## src/rtl/biquad_coeff_pkg.sv

```systemverilog
// Shared constants for the biquad coefficient loader: register map, CTRL bit
// positions and sequencer state encoding.
package biquad_coeff_pkg;

    localparam logic [1:0] REG_CTRL  = 2'd0;
    localparam logic [1:0] REG_PTR   = 2'd1;
    localparam logic [1:0] REG_COEFF = 2'd2;
    localparam logic [1:0] REG_RSVD  = 2'd3;

    localparam int CTRL_LOAD_BIT = 0;
    localparam int CTRL_BUSY_BIT = 0;
    localparam int CTRL_PEND_BIT = 1;
    localparam int CTRL_MASK_LSB = 8;

    typedef logic [1:0] state_t;
    localparam state_t ST_IDLE   = 2'd0;
    localparam state_t ST_STREAM = 2'd1;
    localparam state_t ST_UPDATE = 2'd2;

endpackage

```

## src/rtl/biquad_coeff_loader_if.sv

```systemverilog
// WISHBONE classic slave bus used to program the coefficient loader.
interface biquad_coeff_loader_if;
    logic        cyc;
    logic        stb;
    logic        we;
    logic [6:0]  adr;
    logic [31:0] datW;
    logic [3:0]  sel;
    logic        ack;
    logic [31:0] datR;

    modport master (output cyc, stb, we, adr, datW, sel, input ack, datR);
    modport slave  (input cyc, stb, we, adr, datW, sel, output ack, datR);
endinterface

```

## src/rtl/biquad_coeff_ram.sv

```systemverilog
// Shadow coefficient store: one write port, one registered read port whose
// address is taken from the sequencer while streaming and from the bus pointer otherwise.
module biquad_coeff_ram #(
    parameter int AW    = 5,
    parameter int CBITS = 18
) (
    input  logic             clk_i,
    input  logic             wrEn_i,
    input  logic [AW-1:0]    wrAddr_i,
    input  logic [CBITS-1:0] wrData_i,
    input  logic             seqSel_i,
    input  logic [AW-1:0]    seqAddr_i,
    input  logic [AW-1:0]    busAddr_i,
    output logic [CBITS-1:0] rdData_o
);
    logic [CBITS-1:0] mem_q [2**AW];
    logic [CBITS-1:0] rdData_q;
    logic [AW-1:0]    rdAddr;

    assign rdAddr = seqSel_i ? seqAddr_i : busAddr_i;

    always_ff @(posedge clk_i) begin
        if (wrEn_i) begin
            mem_q[wrAddr_i] <= wrData_i;
        end
        rdData_q <= mem_q[rdAddr];
    end

    assign rdData_o = rdData_q;
endmodule

```

## src/rtl/biquad_coeff_loader.sv

```systemverilog
// WISHBONE coefficient manager: software fills a shadow RAM, a LOAD streams the
// selected channels into the filter chains and ends with one shared update strobe.
module biquad_coeff_loader
    import biquad_coeff_pkg::*;
#(
    parameter int NCH    = 4,
    parameter int NCOEFF = 8,
    parameter int CBITS  = 18
) (
    input  logic                 clk_i,
    input  logic                 rst_ni,
    biquad_coeff_loader_if.slave wb,
    input  logic                 global_update_i,
    output logic [CBITS-1:0]     coeff_dat_o,
    output logic [NCH-1:0]       coeff_wr_o,
    output logic [NCH-1:0]       coeff_update_o,
    output logic                 busy_o
);
    localparam int DEPTH = NCH * NCOEFF;
    localparam int AW    = $clog2(DEPTH);
    localparam int KW    = $clog2(NCOEFF);
    localparam int CHW   = (NCH > 1) ? $clog2(NCH) : 1;
    localparam logic [AW-1:0] LAST_ADDR = AW'(DEPTH - 1);
    localparam logic [KW-1:0] LAST_K    = KW'(NCOEFF - 1);

    // Lowest set mask bit at or above 'from'; MSB of the result flags a hit.
    function automatic logic [CHW:0] findChannel(input logic [NCH-1:0] mask, input int from);
        logic [CHW:0] result;
        result = '0;
        for (int i = NCH - 1; i >= 0; i--) begin
            if (mask[i] && (i >= from)) begin
                result = {1'b1, CHW'(i)};
            end
        end
        return result;
    endfunction

    state_t           state_q, state_d;
    logic [CHW-1:0]   ch_q, ch_d;
    logic [KW-1:0]    k_q, k_d;
    logic [NCH-1:0]   mask_q, mask_d;
    logic             pending_q, pending_d;
    logic [AW-1:0]    ptr_q, ptr_d;
    logic             busy_q, busy_d;
    logic             ack_q, ack_d;
    logic [1:0]       rdIdx_q, rdIdx_d;
    logic [31:0]      rdData_q, rdData_d;
    logic [CBITS-1:0] coeffDat_q, coeffDat_d;
    logic [NCH-1:0]   coeffWr_q, coeffWr_d;
    logic [NCH-1:0]   coeffUpd_q, coeffUpd_d;

    logic             req, stallWr, accept, wrAccept, rdAccept, loadAccept, coeffWrite;
    logic [1:0]       regIdx;
    logic [NCH-1:0]   newMask;
    logic [CHW:0]     firstCh, nextCh;
    logic [CBITS-1:0] ramDout;
    logic [AW-1:0]    seqAddr;
    logic             seqRead;
    logic             unusedBits;

    assign regIdx     = wb.adr[3:2];
    assign req        = wb.cyc & wb.stb;
    assign stallWr    = wb.we && (regIdx != REG_RSVD) && busy_q;
    assign accept     = req && !ack_q && !stallWr;
    assign wrAccept   = accept && wb.we;
    assign rdAccept   = accept && !wb.we;
    assign newMask    = wb.datW[CTRL_MASK_LSB +: NCH];
    assign loadAccept = wrAccept && (regIdx == REG_CTRL) && wb.datW[CTRL_LOAD_BIT]
                        && (newMask != '0) && (state_q == ST_IDLE);
    assign coeffWrite = wrAccept && (regIdx == REG_COEFF);
    assign firstCh    = findChannel(newMask, 0);
    assign nextCh     = findChannel(mask_q, int'(ch_q) + 1);

    assign unusedBits = ^{wb.sel, wb.adr[6:4], wb.adr[1:0], wb.datW, firstCh[CHW]};

    always_comb begin
        ack_d    = accept;
        rdIdx_d  = rdIdx_q;
        rdData_d = rdData_q;
        ptr_d    = ptr_q;
        if (rdAccept) begin
            rdIdx_d  = regIdx;
            rdData_d = '0;
            case (regIdx)
                REG_CTRL: begin
                    rdData_d[CTRL_BUSY_BIT]          = busy_q;
                    rdData_d[CTRL_PEND_BIT]          = pending_q;
                    rdData_d[CTRL_MASK_LSB +: NCH]   = mask_q;
                end
                REG_PTR: rdData_d = 32'(ptr_q);
                default: rdData_d = '0;
            endcase
        end
        if (wrAccept && (regIdx == REG_PTR)) begin
            ptr_d = wb.datW[AW-1:0];
        end else if (coeffWrite) begin
            ptr_d = (ptr_q == LAST_ADDR) ? '0 : ptr_q + 1'b1;
        end
    end

    // Sequencer: the RAM address for the next stream beat is issued a cycle
    // early so that its registered read lines up with the registered strobe.
    always_comb begin
        state_d    = state_q;
        ch_d       = ch_q;
        k_d        = k_q;
        mask_d     = mask_q;
        pending_d  = pending_q;
        coeffDat_d = coeffDat_q;
        coeffWr_d  = '0;
        coeffUpd_d = '0;
        case (state_q)
            ST_IDLE: begin
                if (loadAccept) begin
                    state_d   = ST_STREAM;
                    mask_d    = newMask;
                    ch_d      = firstCh[CHW-1:0];
                    k_d       = '0;
                    pending_d = global_update_i;
                end else if (global_update_i) begin
                    coeffUpd_d = '1;
                end
            end
            ST_STREAM: begin
                coeffDat_d = ramDout;
                coeffWr_d  = NCH'(1) << ch_q;
                if (global_update_i) begin
                    pending_d = 1'b1;
                end
                if (k_q == LAST_K) begin
                    k_d = '0;
                    if (nextCh[CHW]) begin
                        ch_d = nextCh[CHW-1:0];
                    end else begin
                        state_d = ST_UPDATE;
                    end
                end else begin
                    k_d = k_q + 1'b1;
                end
            end
            ST_UPDATE: begin
                coeffUpd_d = (pending_q || global_update_i) ? '1 : mask_q;
                pending_d  = 1'b0;
                state_d    = ST_IDLE;
            end
            default: state_d = ST_IDLE;
        endcase
    end

    // Busy also covers the UPDATE strobe cycle, so bus writes stay stalled until it is out.
    assign busy_d  = (state_q != ST_IDLE) || (state_d != ST_IDLE);
    assign seqRead = (state_d == ST_STREAM);
    assign seqAddr = AW'({ch_d, k_d});

    always_ff @(posedge clk_i) begin
        if (!rst_ni) begin
            state_q    <= ST_IDLE;
            ch_q       <= '0;
            k_q        <= '0;
            mask_q     <= '0;
            pending_q  <= 1'b0;
            ptr_q      <= '0;
            busy_q     <= 1'b0;
            ack_q      <= 1'b0;
            rdIdx_q    <= REG_CTRL;
            rdData_q   <= '0;
            coeffDat_q <= '0;
            coeffWr_q  <= '0;
            coeffUpd_q <= '0;
        end else begin
            state_q    <= state_d;
            ch_q       <= ch_d;
            k_q        <= k_d;
            mask_q     <= mask_d;
            pending_q  <= pending_d;
            ptr_q      <= ptr_d;
            busy_q     <= busy_d;
            ack_q      <= ack_d;
            rdIdx_q    <= rdIdx_d;
            rdData_q   <= rdData_d;
            coeffDat_q <= coeffDat_d;
            coeffWr_q  <= coeffWr_d;
            coeffUpd_q <= coeffUpd_d;
        end
    end

    biquad_coeff_ram #(
        .AW    (AW),
        .CBITS (CBITS)
    ) uRam (
        .clk_i     (clk_i),
        .wrEn_i    (coeffWrite),
        .wrAddr_i  (ptr_q),
        .wrData_i  (wb.datW[CBITS-1:0]),
        .seqSel_i  (seqRead),
        .seqAddr_i (seqAddr),
        .busAddr_i (ptr_q),
        .rdData_o  (ramDout)
    );

    assign wb.ack         = ack_q;
    assign wb.datR        = !ack_q ? '0 :
                            (rdIdx_q == REG_COEFF) ? 32'(signed'(ramDout)) : rdData_q;
    assign coeff_dat_o    = coeffDat_q;
    assign coeff_wr_o     = coeffWr_q;
    assign coeff_update_o = coeffUpd_q;
    assign busy_o         = busy_q;
endmodule

```

## src/flat_wrapper.sv

```systemverilog
// flat-port wrapper written by rule: the top's interface ports become plain ports
module biquad_coeff_loader_flat import biquad_coeff_pkg::*;
#(
    parameter int NCH    = 4,
    parameter int NCOEFF = 8,
    parameter int CBITS  = 18
)
  (clk_i, rst_ni, global_update_i, coeff_dat_o, coeff_wr_o, coeff_update_o, busy_o, wb_cyc, wb_stb, wb_we, wb_adr, wb_datW, wb_sel, wb_ack, wb_datR);
  biquad_coeff_loader_if wb_i ();
  input  logic clk_i;
  input  logic rst_ni;
  input  logic global_update_i;
  output logic [CBITS-1:0] coeff_dat_o;
  output logic [NCH-1:0] coeff_wr_o;
  output logic [NCH-1:0] coeff_update_o;
  output logic busy_o;
  input wire logic [$bits(wb_i.cyc)-1:0] wb_cyc;
  input wire logic [$bits(wb_i.stb)-1:0] wb_stb;
  input wire logic [$bits(wb_i.we)-1:0] wb_we;
  input wire logic [$bits(wb_i.adr)-1:0] wb_adr;
  input wire logic [$bits(wb_i.datW)-1:0] wb_datW;
  input wire logic [$bits(wb_i.sel)-1:0] wb_sel;
  output wire logic [$bits(wb_i.ack)-1:0] wb_ack;
  output wire logic [$bits(wb_i.datR)-1:0] wb_datR;
  assign wb_i.cyc = wb_cyc;
  assign wb_i.stb = wb_stb;
  assign wb_i.we = wb_we;
  assign wb_i.adr = wb_adr;
  assign wb_i.datW = wb_datW;
  assign wb_i.sel = wb_sel;
  assign wb_ack = wb_i.ack;
  assign wb_datR = wb_i.datR;
  biquad_coeff_loader #(.NCH(NCH), .NCOEFF(NCOEFF), .CBITS(CBITS)) u_core (.clk_i(clk_i), .rst_ni(rst_ni), .wb(wb_i), .global_update_i(global_update_i), .coeff_dat_o(coeff_dat_o), .coeff_wr_o(coeff_wr_o), .coeff_update_o(coeff_update_o), .busy_o(busy_o));
endmodule
```

## config.mk

```make
export PLATFORM = sky130hd
export DESIGN_NAME = biquad_coeff_loader_flat
export DESIGN_NICKNAME = d
export VERILOG_FILES = /design/src/rtl/biquad_coeff_pkg.sv /design/src/rtl/biquad_coeff_loader_if.sv /design/src/rtl/biquad_coeff_ram.sv /design/src/rtl/biquad_coeff_loader.sv /design/src/flat_wrapper.sv
export SDC_FILE = /design/constraint.sdc
export NUM_CORES = 1
export LEC_CHECK = 0
export BUFFER_PORTS_ARGS = -buffer_cell sky130_fd_sc_hd__buf_2
export CAP_MARGIN = 10
export CORE_UTILIZATION = 36
export DETAILED_ROUTE_END_ITERATION = 10
export PLACE_DENSITY = 0.5
export SYNTH_ARGS = -nofsm -noshare
export SYNTH_HDL_FRONTEND = slang
export SYNTH_HIERARCHICAL = 1
export SYNTH_SLANG_ARGS = --single-unit
```

## constraint.sdc

```tcl
create_clock -name clk_i -period 3.6 [get_ports clk_i]
set_input_delay 0.36 -clock clk_i [delete_from_list [all_inputs] [get_ports clk_i]]
set_output_delay 0.36 -clock clk_i [all_outputs]
set_load 0.005 [all_outputs]
```

==> results of run 1 <==
## worst max-delay path, stage by stage, from the launching register on
cell       delay (ps)
dfxtp_1           440
nor2b_1           210
o311ai_0          140
a311o_1           400
a22oi_2           260
buf_6             180
buf_12            160
mux2_8            440
buf_12            190
mux4_2            300
or3_4             370
o2111ai_2         140
nor3_1            100
## sequential cells by signal, summed over array words and instances, names as in the netlist
register               flops
u_core/uRam/rdData_o      18
u_core/coeff_dat_o        18
u_core/ptr_q               5
u_core/wb.ack              1
u_core/uRam/mem_q        576
u_core/k_q                 3
u_core/coeff_update_o      4
u_core/coeff_wr_o          4
u_core/state_q             2
u_core/rdData_q            9
u_core/mask_q              4
u_core/busy_o              1
u_core/ch_q                2
u_core/rdIdx_q             2
u_core/pending_q           1
## per-layer routing
layer  vias up  GRT usage
met5         -          0
met4         0    0.06239
met3        96    0.02952
met2       438     0.3212
met1      8354     0.2684
li1       7381          -
## per-stage QoR
stage	power, W	setup TNS [ps]	worst slack (ps)
after floorplan	0.008828	0	313.7
after detailed placement	0.009331	-1672	-341.3
final	0.01619	0	124.6
after CTS	0.01633	0	1.712
after global placement	0.009322	-941.1	-289.5
after global routing	0.01669	0	3.896
## kinds of logic after synthesis
group           Yosys count
compound gates          315
xor+xnor                  1
simple gates            555
flops                   650
buf+inv                 128
mux                     115
fa+ha+maj                 8
## worst max path at each step
stage / startpoint / endpoint / slack (ps) / cells past startpoint
2_1_floorplan: u_core/state_q[1] / u_core/uRam/rdData_o[13] / 310 / 14
3_3_place_gp: wb_we / u_core/uRam/rdData_o[1] / -290 / 16
3_5_place_dp: u_core/state_q[0] / u_core/uRam/rdData_o[1] / -340 / 17
4_1_cts: u_core/state_q[1] / u_core/uRam/rdData_o[1] / 2 / 16
5_1_grt: u_core/state_q[1] / u_core/uRam/rdData_o[5] / 4 / 14
6_report: u_core/mask_q[1] / u_core/uRam/rdData_o[5] / 120 / 12
## final cells by class
type	count	area share
Sequential cell	650	0.5852
Multi-Input combinational cell	997	0.2296
Timing Repair Buffer	295	0.07522
Clock buffer	99	0.06184
Tap cell	950	0.03704
Clock inverter	31	0.008032
Inverter	25	0.002924
Antenna cell	1	0.00007798
## synth_stat cells, drive strengths merged (11+ instances only)
library cell	count	area, um2
a21oi	77	385.4
a221oi	13	113.9
a22oi	30	225.2
and3	11	73.82
buf	57	365.3
clkbuf	46	172.7
dfxtp	74	1481
edfxtp	576	17300
inv	25	93.84
mux2i	40	404.1
mux4	70	1584
nand2	209	784.5
nand2b	45	281.5
nand3	48	240.2
nor2	98	367.9
nor2b	60	375.4
nor3	25	125.1
nor3b	13	97.59
nor4	17	121.4
o2111ai	18	157.7
o21ai	38	193.9
o22ai	71	444.2
## report_power, final
part | total (W) | leakage (nW) | switching, W | internal (W)
Sequential | 0.00833 | 5.78 | 0.0000822 | 0.00825
Clock | 0.00699 | 1.09 | 0.00296 | 0.00403
Combinational | 0.000869 | 3.87 | 0.000541 | 0.000328
## what timing repair did
action                     in CTS  in global routing
cloned                          0                  4
setup endpoints to repair      18                 18
resized for setup              13                 40
pin swaps                       0                  7
buffers inserted                0                  3
==> run_summary.xml, run 1 <==
<?xml version="1.0" encoding="UTF-8"?>
<metrics>
  <group name="cts">
    <metric name="clock_sink_count" unit="">650</metric>
    <metric name="clock_transition_at_path_regs" unit="ps">60</metric>
    <metric name="h-tree-depth" unit="">3</metric>
    <metric name="cts-buffers-inserted" unit="">71</metric>
    <metric name="insertion_delay" unit="ps">620</metric>
    <metric name="post_cts_hold_buffers" unit="">0</metric>
    <metric name="cts-root-buf" unit="">clkbuf_16</metric>
    <metric name="cts_tree" unit="">done</metric>
    <metric name="ctsLongestPathBuffers" unit="">3</metric>
  </group>
  <group name="placement">
    <metric name="place_hpwl" unit="um">48170</metric>
    <metric name="place.port_buffers" unit="">85</metric>
    <metric name="place_congestion" unit="">0.8065</metric>
    <metric name="dp.cells" unit="">2911</metric>
    <metric name="placedInstanceArea" unit="mm2">0.02951</metric>
  </group>
  <group name="cells_and_area">
    <metric name="drive_above_1_share" unit="">0.2690</metric>
    <metric name="nets" unit="">2097</metric>
    <metric name="final_cell_area" unit="mm2">0.03209</metric>
    <metric name="most-common-layout-cells" unit="">edfxtp_1 (576), nand2_1 (206), buf_4 (176)</metric>
    <metric name="register_area" unit="mm2">0.01878</metric>
    <metric name="area_growth_syn_to_layout" unit="%">21.70</metric>
    <metric name="multiInputGateArea" unit="mm2">0.007368</metric>
    <metric name="n_fill_cell" unit="">6354</metric>
    <metric name="postLayoutCoreUtil" unit="">0.4458</metric>
    <metric name="instances_no_fill" unit="">3048</metric>
    <metric name="final_common_cell" unit="">edfxtp_1</metric>
  </group>
  <group name="floorplanning">
    <metric name="fp-row-count" unit="">98</metric>
    <metric name="dieArea" unit="mm2">0.07433</metric>
    <metric name="design.core.area" unit="mm2">0.07198</metric>
    <metric name="start_util" unit="">0.3663</metric>
    <metric name="die_w" unit="um">272.6</metric>
    <metric name="dieHeight" unit="um">272.6</metric>
    <metric name="io_pins" unit="">109</metric>
  </group>
  <group name="worst_setup_path">
    <metric name="critical_path.endpoint_type" unit="">flop</metric>
    <metric name="startpoint_type" unit="">flop</metric>
    <metric name="critical_path_class" unit="">flop to flop</metric>
    <metric name="r2r_setup_slack" unit="ps">120</metric>
    <metric name="critPathRequiredTime" unit="ps">4080</metric>
    <metric name="cp.arrival" unit="ps">3960</metric>
    <metric name="critical_path_peak_fanout" unit="">25</metric>
    <metric name="rr_startpoint" unit="">u_core/mask_q[1]</metric>
    <metric name="regToRegEndpoint" unit="">u_core/uRam/rdData_o[5]</metric>
    <metric name="worst-r2r-cell-count" unit="">12</metric>
  </group>
  <group name="timing">
    <metric name="worst_max_slew_pin_slew" unit="ps">1054</metric>
    <metric name="rsz_0062_raised_after_global_routing" unit="">no</metric>
    <metric name="timing.final.hold_violations" unit="">0</metric>
    <metric name="clock-skew-final" unit="ps">17.25</metric>
    <metric name="fin_crit_sh" unit="">0.9654</metric>
    <metric name="layout_min_cycle_time" unit="ps">3475</metric>
    <metric name="timing.max_slew.rel_slack" unit="">0.2963</metric>
    <metric name="timing_max_transition_violations_final" unit="">0</metric>
    <metric name="finalSetupViolations" unit="">0</metric>
    <metric name="fmaxAchievable" unit="MHz">287.7</metric>
    <metric name="hold-worst-slack" unit="ps">49.57</metric>
  </group>
  <group name="global_routing">
    <metric name="grtUsageTotal" unit="">0.1963</metric>
    <metric name="grt_pass1_wl" unit="um">107000</metric>
    <metric name="grt_max_degree" unit="">57</metric>
    <metric name="global_route.overflow_total" unit="">0</metric>
    <metric name="first_global_vias" unit="">16257</metric>
    <metric name="grt_antenna_before_repair" unit="">3</metric>
  </group>
  <group name="detailed_routing">
    <metric name="detail_route.wl_per_cell" unit="um">24.09</metric>
    <metric name="drt-pass1-iter-count" unit="">5</metric>
    <metric name="drc" unit="">0</metric>
    <metric name="first_iter_violations" unit="">1413</metric>
    <metric name="antenna_violating_nets_post_route" unit="">0</metric>
    <metric name="routed_wl" unit="um">73420</metric>
    <metric name="met2_wirelength" unit="um">35290</metric>
    <metric name="met3RoutedLength" unit="um">3763</metric>
    <metric name="post_route_m1_wl" unit="um">32590</metric>
    <metric name="post_drt_via_cell_ratio" unit="">5.338</metric>
    <metric name="vias" unit="">16269</metric>
    <metric name="top_signal_layer_used" unit="">met4</metric>
  </group>
  <group name="yosys">
    <metric name="synth.net_count" unit="">1829</metric>
    <metric name="dominantRegCellSynth" unit="">edfxtp_1</metric>
    <metric name="synth_compound_area_frac" unit="">0.07977</metric>
    <metric name="ys_seq_elements" unit="">650</metric>
    <metric name="synth.yosys.seq_area_share" unit="">0.7122</metric>
    <metric name="post_synth_mux_area_share" unit="">0.07782</metric>
    <metric name="ys_types" unit="">72</metric>
    <metric name="post_synthesis_cells" unit="">1772</metric>
    <metric name="synthXorXnorAreaFrac" unit="">0.0003322</metric>
    <metric name="synth_top_family_by_area" unit="">simple AND/OR/NAND/NOR gates</metric>
    <metric name="asyncSetResetFlopFracSynth" unit="">0</metric>
    <metric name="synth_fa_ha_area_frac" unit="">0.003796</metric>
    <metric name="avgSynthCellArea" unit="um2">14.88</metric>
    <metric name="synth_warn" unit="">6</metric>
    <metric name="synth-edff-count" unit="">576</metric>
    <metric name="basic_gate_share_of_the_synthesized_area_counting_and_or_nand_and_nor_cells" unit="">0.1022</metric>
    <metric name="synth_area" unit="mm2">0.02637</metric>
  </group>
  <group name="power_and_ir_drop">
    <metric name="power.leakage" unit="nW">10.74</metric>
    <metric name="power.density_cell_area" unit="mW/mm2">504.5</metric>
    <metric name="power.ir.vdd_worst" unit="mV">0.4072</metric>
  </group>
  <group name="min_path">
    <metric name="holdCritStartpoint" unit="">wb_stb</metric>
    <metric name="worstHoldPathCells" unit="">3</metric>
    <metric name="hold-path-endpoint" unit="">u_core/wb.ack</metric>
    <metric name="hold_path_class" unit="">input port to flop</metric>
  </group>
  <group name="run_status">
    <metric name="result_of_the_run" unit="">finished, final reports clean</metric>
  </group>
  <group name="run">
    <metric name="maxCapViolCount" unit="">0</metric>
  </group>
</metrics>
Power figures use the tool's default switching activity.
==> run 2, diff against run 1 <==
==> constraint.sdc (replaced) <==
create_clock -name clk_i -period 3.6 [get_ports clk_i]
set_input_delay 0.54 -clock clk_i [delete_from_list [all_inputs] [get_ports clk_i]]
set_output_delay 0.54 -clock clk_i [all_outputs]
set_load 0.005 [all_outputs]
==> run_summary.xml, run 2 (synthesis gave the netlist of run 1 again) <==
<?xml version="1.0" encoding="UTF-8"?>
<metrics>
  <group name="floorplanning">
    <metric name="die_w" unit="um">272.6</metric>
    <metric name="dieArea" unit="mm2">0.07433</metric>
    <metric name="design.core.area" unit="mm2">0.07198</metric>
    <metric name="io_pins" unit="">109</metric>
    <metric name="start_util" unit="">0.3663</metric>
    <metric name="fp-row-count" unit="">98</metric>
    <metric name="dieHeight" unit="um">272.6</metric>
  </group>
  <group name="global_routing">
    <metric name="grt_max_degree" unit="">35</metric>
    <metric name="global_route.overflow_total" unit="">0</metric>
    <metric name="grt_antenna_before_repair" unit="">4</metric>
    <metric name="first_global_vias" unit="">16660</metric>
    <metric name="grt_pass1_wl" unit="um">110000</metric>
    <metric name="grtUsageTotal" unit="">0.2016</metric>
  </group>
  <group name="cts">
    <metric name="ctsLongestPathBuffers" unit="">3</metric>
    <metric name="cts-root-buf" unit="">clkbuf_16</metric>
    <metric name="cts-buffers-inserted" unit="">70</metric>
    <metric name="post_cts_hold_buffers" unit="">0</metric>
    <metric name="cts_tree" unit="">done</metric>
    <metric name="clock_transition_at_path_regs" unit="ps">60</metric>
    <metric name="h-tree-depth" unit="">3</metric>
    <metric name="clock_sink_count" unit="">650</metric>
    <metric name="insertion_delay" unit="ps">620</metric>
  </group>
  <group name="detailed_routing">
    <metric name="antenna_violating_nets_post_route" unit="">0</metric>
    <metric name="drt-pass1-iter-count" unit="">5</metric>
    <metric name="post_drt_via_cell_ratio" unit="">5.386</metric>
    <metric name="routed_wl" unit="um">74520</metric>
    <metric name="detail_route.wl_per_cell" unit="um">24.29</metric>
    <metric name="first_iter_violations" unit="">1415</metric>
    <metric name="drc" unit="">0</metric>
    <metric name="vias" unit="">16525</metric>
  </group>
  <group name="power_and_ir_drop">
    <metric name="internal_power_consumption" unit="W">0.01262</metric>
    <metric name="sequentialPowerShare" unit="">0.513</metric>
    <metric name="swShare" unit="">0.2225</metric>
    <metric name="power.leakage" unit="nW">10.80</metric>
    <metric name="report.power.total" unit="W">0.01623</metric>
    <metric name="comb_power_share" unit="">0.054</metric>
    <metric name="power.density_cell_area" unit="mW/mm2">506.5</metric>
    <metric name="p_sw" unit="W">0.003612</metric>
    <metric name="clock_power_share" unit="">0.433</metric>
    <metric name="power.ir.vdd_worst" unit="mV">0.4151</metric>
  </group>
  <group name="min_path">
    <metric name="hold_path_class" unit="">input port to flop</metric>
    <metric name="hold-path-endpoint" unit="">u_core/ch_q[0]</metric>
    <metric name="worstHoldPathCells" unit="">2</metric>
    <metric name="holdCritStartpoint" unit="">rst_ni</metric>
  </group>
  <group name="timing">
    <metric name="fin_crit_sh" unit="">0.9763</metric>
    <metric name="timing.max_slew.rel_slack" unit="">0.4097</metric>
    <metric name="finalSetupViolations" unit="">0</metric>
    <metric name="timing_max_transition_violations_final" unit="">0</metric>
    <metric name="fmaxAchievable" unit="MHz">284.5</metric>
    <metric name="worst_max_slew_pin_slew" unit="ps">878.7</metric>
    <metric name="timing.final.hold_violations" unit="">0</metric>
    <metric name="layout_min_cycle_time" unit="ps">3515</metric>
    <metric name="hold-worst-slack" unit="ps">299.3</metric>
    <metric name="clock-skew-final" unit="ps">25.85</metric>
    <metric name="final.setup.tns" unit="ps">0</metric>
  </group>
  <group name="worst_setup_path">
    <metric name="critical_path.endpoint_type" unit="">flop</metric>
    <metric name="critical_path_peak_fanout" unit="">14</metric>
    <metric name="cp.arrival" unit="ps">4000</metric>
    <metric name="startpoint_type" unit="">flop</metric>
    <metric name="rr_startpoint" unit="">u_core/state_q[1]</metric>
    <metric name="worst-r2r-cell-count" unit="">14</metric>
    <metric name="r2r_setup_slack" unit="ps">90</metric>
    <metric name="regToRegEndpoint" unit="">u_core/uRam/rdData_o[17]</metric>
    <metric name="critical_path_class" unit="">flop to flop</metric>
    <metric name="critPathRequiredTime" unit="ps">4090</metric>
  </group>
  <group name="run_status">
    <metric name="result_of_the_run" unit="">finished, final reports clean</metric>
  </group>
  <group name="cells_and_area">
    <metric name="drive_above_1_share" unit="">0.2704</metric>
    <metric name="max_reg_flops" unit="">576</metric>
    <metric name="postLayoutCoreUtil" unit="">0.4452</metric>
    <metric name="final_common_cell" unit="">edfxtp_1</metric>
    <metric name="registers.top_by_ff_count" unit="">u_core/uRam/mem_q</metric>
    <metric name="most-common-layout-cells" unit="">edfxtp_1 (576), nand2_1 (209), buf_4 (202)</metric>
    <metric name="area_growth_syn_to_layout" unit="%">21.54</metric>
    <metric name="nets" unit="">2115</metric>
  </group>
  <group name="run">
    <metric name="maxCapViolCount" unit="">0</metric>
  </group>
  <group name="placement">
    <metric name="place_congestion" unit="">0.8244</metric>
    <metric name="place.port_buffers" unit="">85</metric>
    <metric name="place_hpwl" unit="um">48980</metric>
  </group>
</metrics>
run 2: changes by cell type in the layout (fill, tap and decap cells not counted), sizes merged:
cell	delta
inv	+1
clkinv	+6
clkbuf	-9
buf	+22
diode	+2
mux2	-2
bufinv	+2
clkinvlp	-2
run 2: per-layer routing:
layer | vias to the layer above | GRT usage | part of all wire
met5 | - | 0 | 0
met2 | 486 | 0.3279 | 0.48
met4 | 0 | 0.06195 | 0.020
met3 | 99 | 0.03690 | 0.059
li1 | 7435 | - | -
met1 | 8505 | 0.2739 | 0.44
run 2: cell type report:
class                   count  area, um2
repair buffers            316       2461
well taps                 950       1189
multi-input cells         995       7272
clock inverters            38      342.8
fillers                  6345      39930
clock buffers              91       1901
flip-flops and latches    650      18780
diodes                      3      7.507
inverters                  25      93.84
run 2: how the worst max path moves through the flow:
| stage | startpoint | slack, ps | cells past startpoint | to |
|---|---|---|---|---|
| floorplan | wb_adr[2] | 310 | 11 | u_core/uRam/rdData_o[13] |
| global placement | wb_we | -620 | 14 | u_core/uRam/rdData_o[14] |
| detailed placement | wb_we | -570 | 14 | u_core/uRam/rdData_o[14] |
| CTS | u_core/state_q[1] | -6 | 14 | u_core/uRam/rdData_o[12] |
| global route | u_core/state_q[1] | -30 | 14 | u_core/uRam/rdData_o[17] |
| finish | u_core/state_q[1] | 90 | 14 | u_core/uRam/rdData_o[17] |
run 2: metrics by stage:
stage | std cells | worst slack [ps] | cell area, um2
floorplan | 1772 | 310.5 | 26370
global placement | 2933 | -624.1 | 29590
detailed placement | 2933 | -569.8 | 29590
CTS | 3062 | -6.105 | 31900
global route | 3066 | -28.94 | 32040
finish | 3068 | 85.20 | 32050
run 2: worst max-delay path: stages, from the launching register on:
cell,delay [ps]
dfxtp_1,330
inv_1,60
ha_1,200
nand3b_1,240
or4_4,460
a22oi_2,190
buf_6,170
buf_12,120
buf_4,160
mux2i_2,280
buf_12,210
nand3_2,150
or3_4,420
o2111ai_1,290
nor3_1,100
run 2: power by group through the flow:
stage	combinational [W]	clock (W)	sequential [W]
after floorplan	0.000394	0	0.00843
after global placement	0.000844	0	0.00849
after detailed placement	0.000855	0	0.00849
after CTS	0.000867	0.00717	0.00833
after global routing	0.000946	0.00746	0.00833
final	0.000876	0.00703	0.00833
run 2: timing repair:
item | 4_1_cts | 5_1_grt
endpoints found under the hold margin | 0 | 0
pin swaps | 0 | 5
resized for setup | 15 | 27
cloned | 0 | 1
endpoints found under the setup margin | 10 | 17
setup buffers | 0 | 2
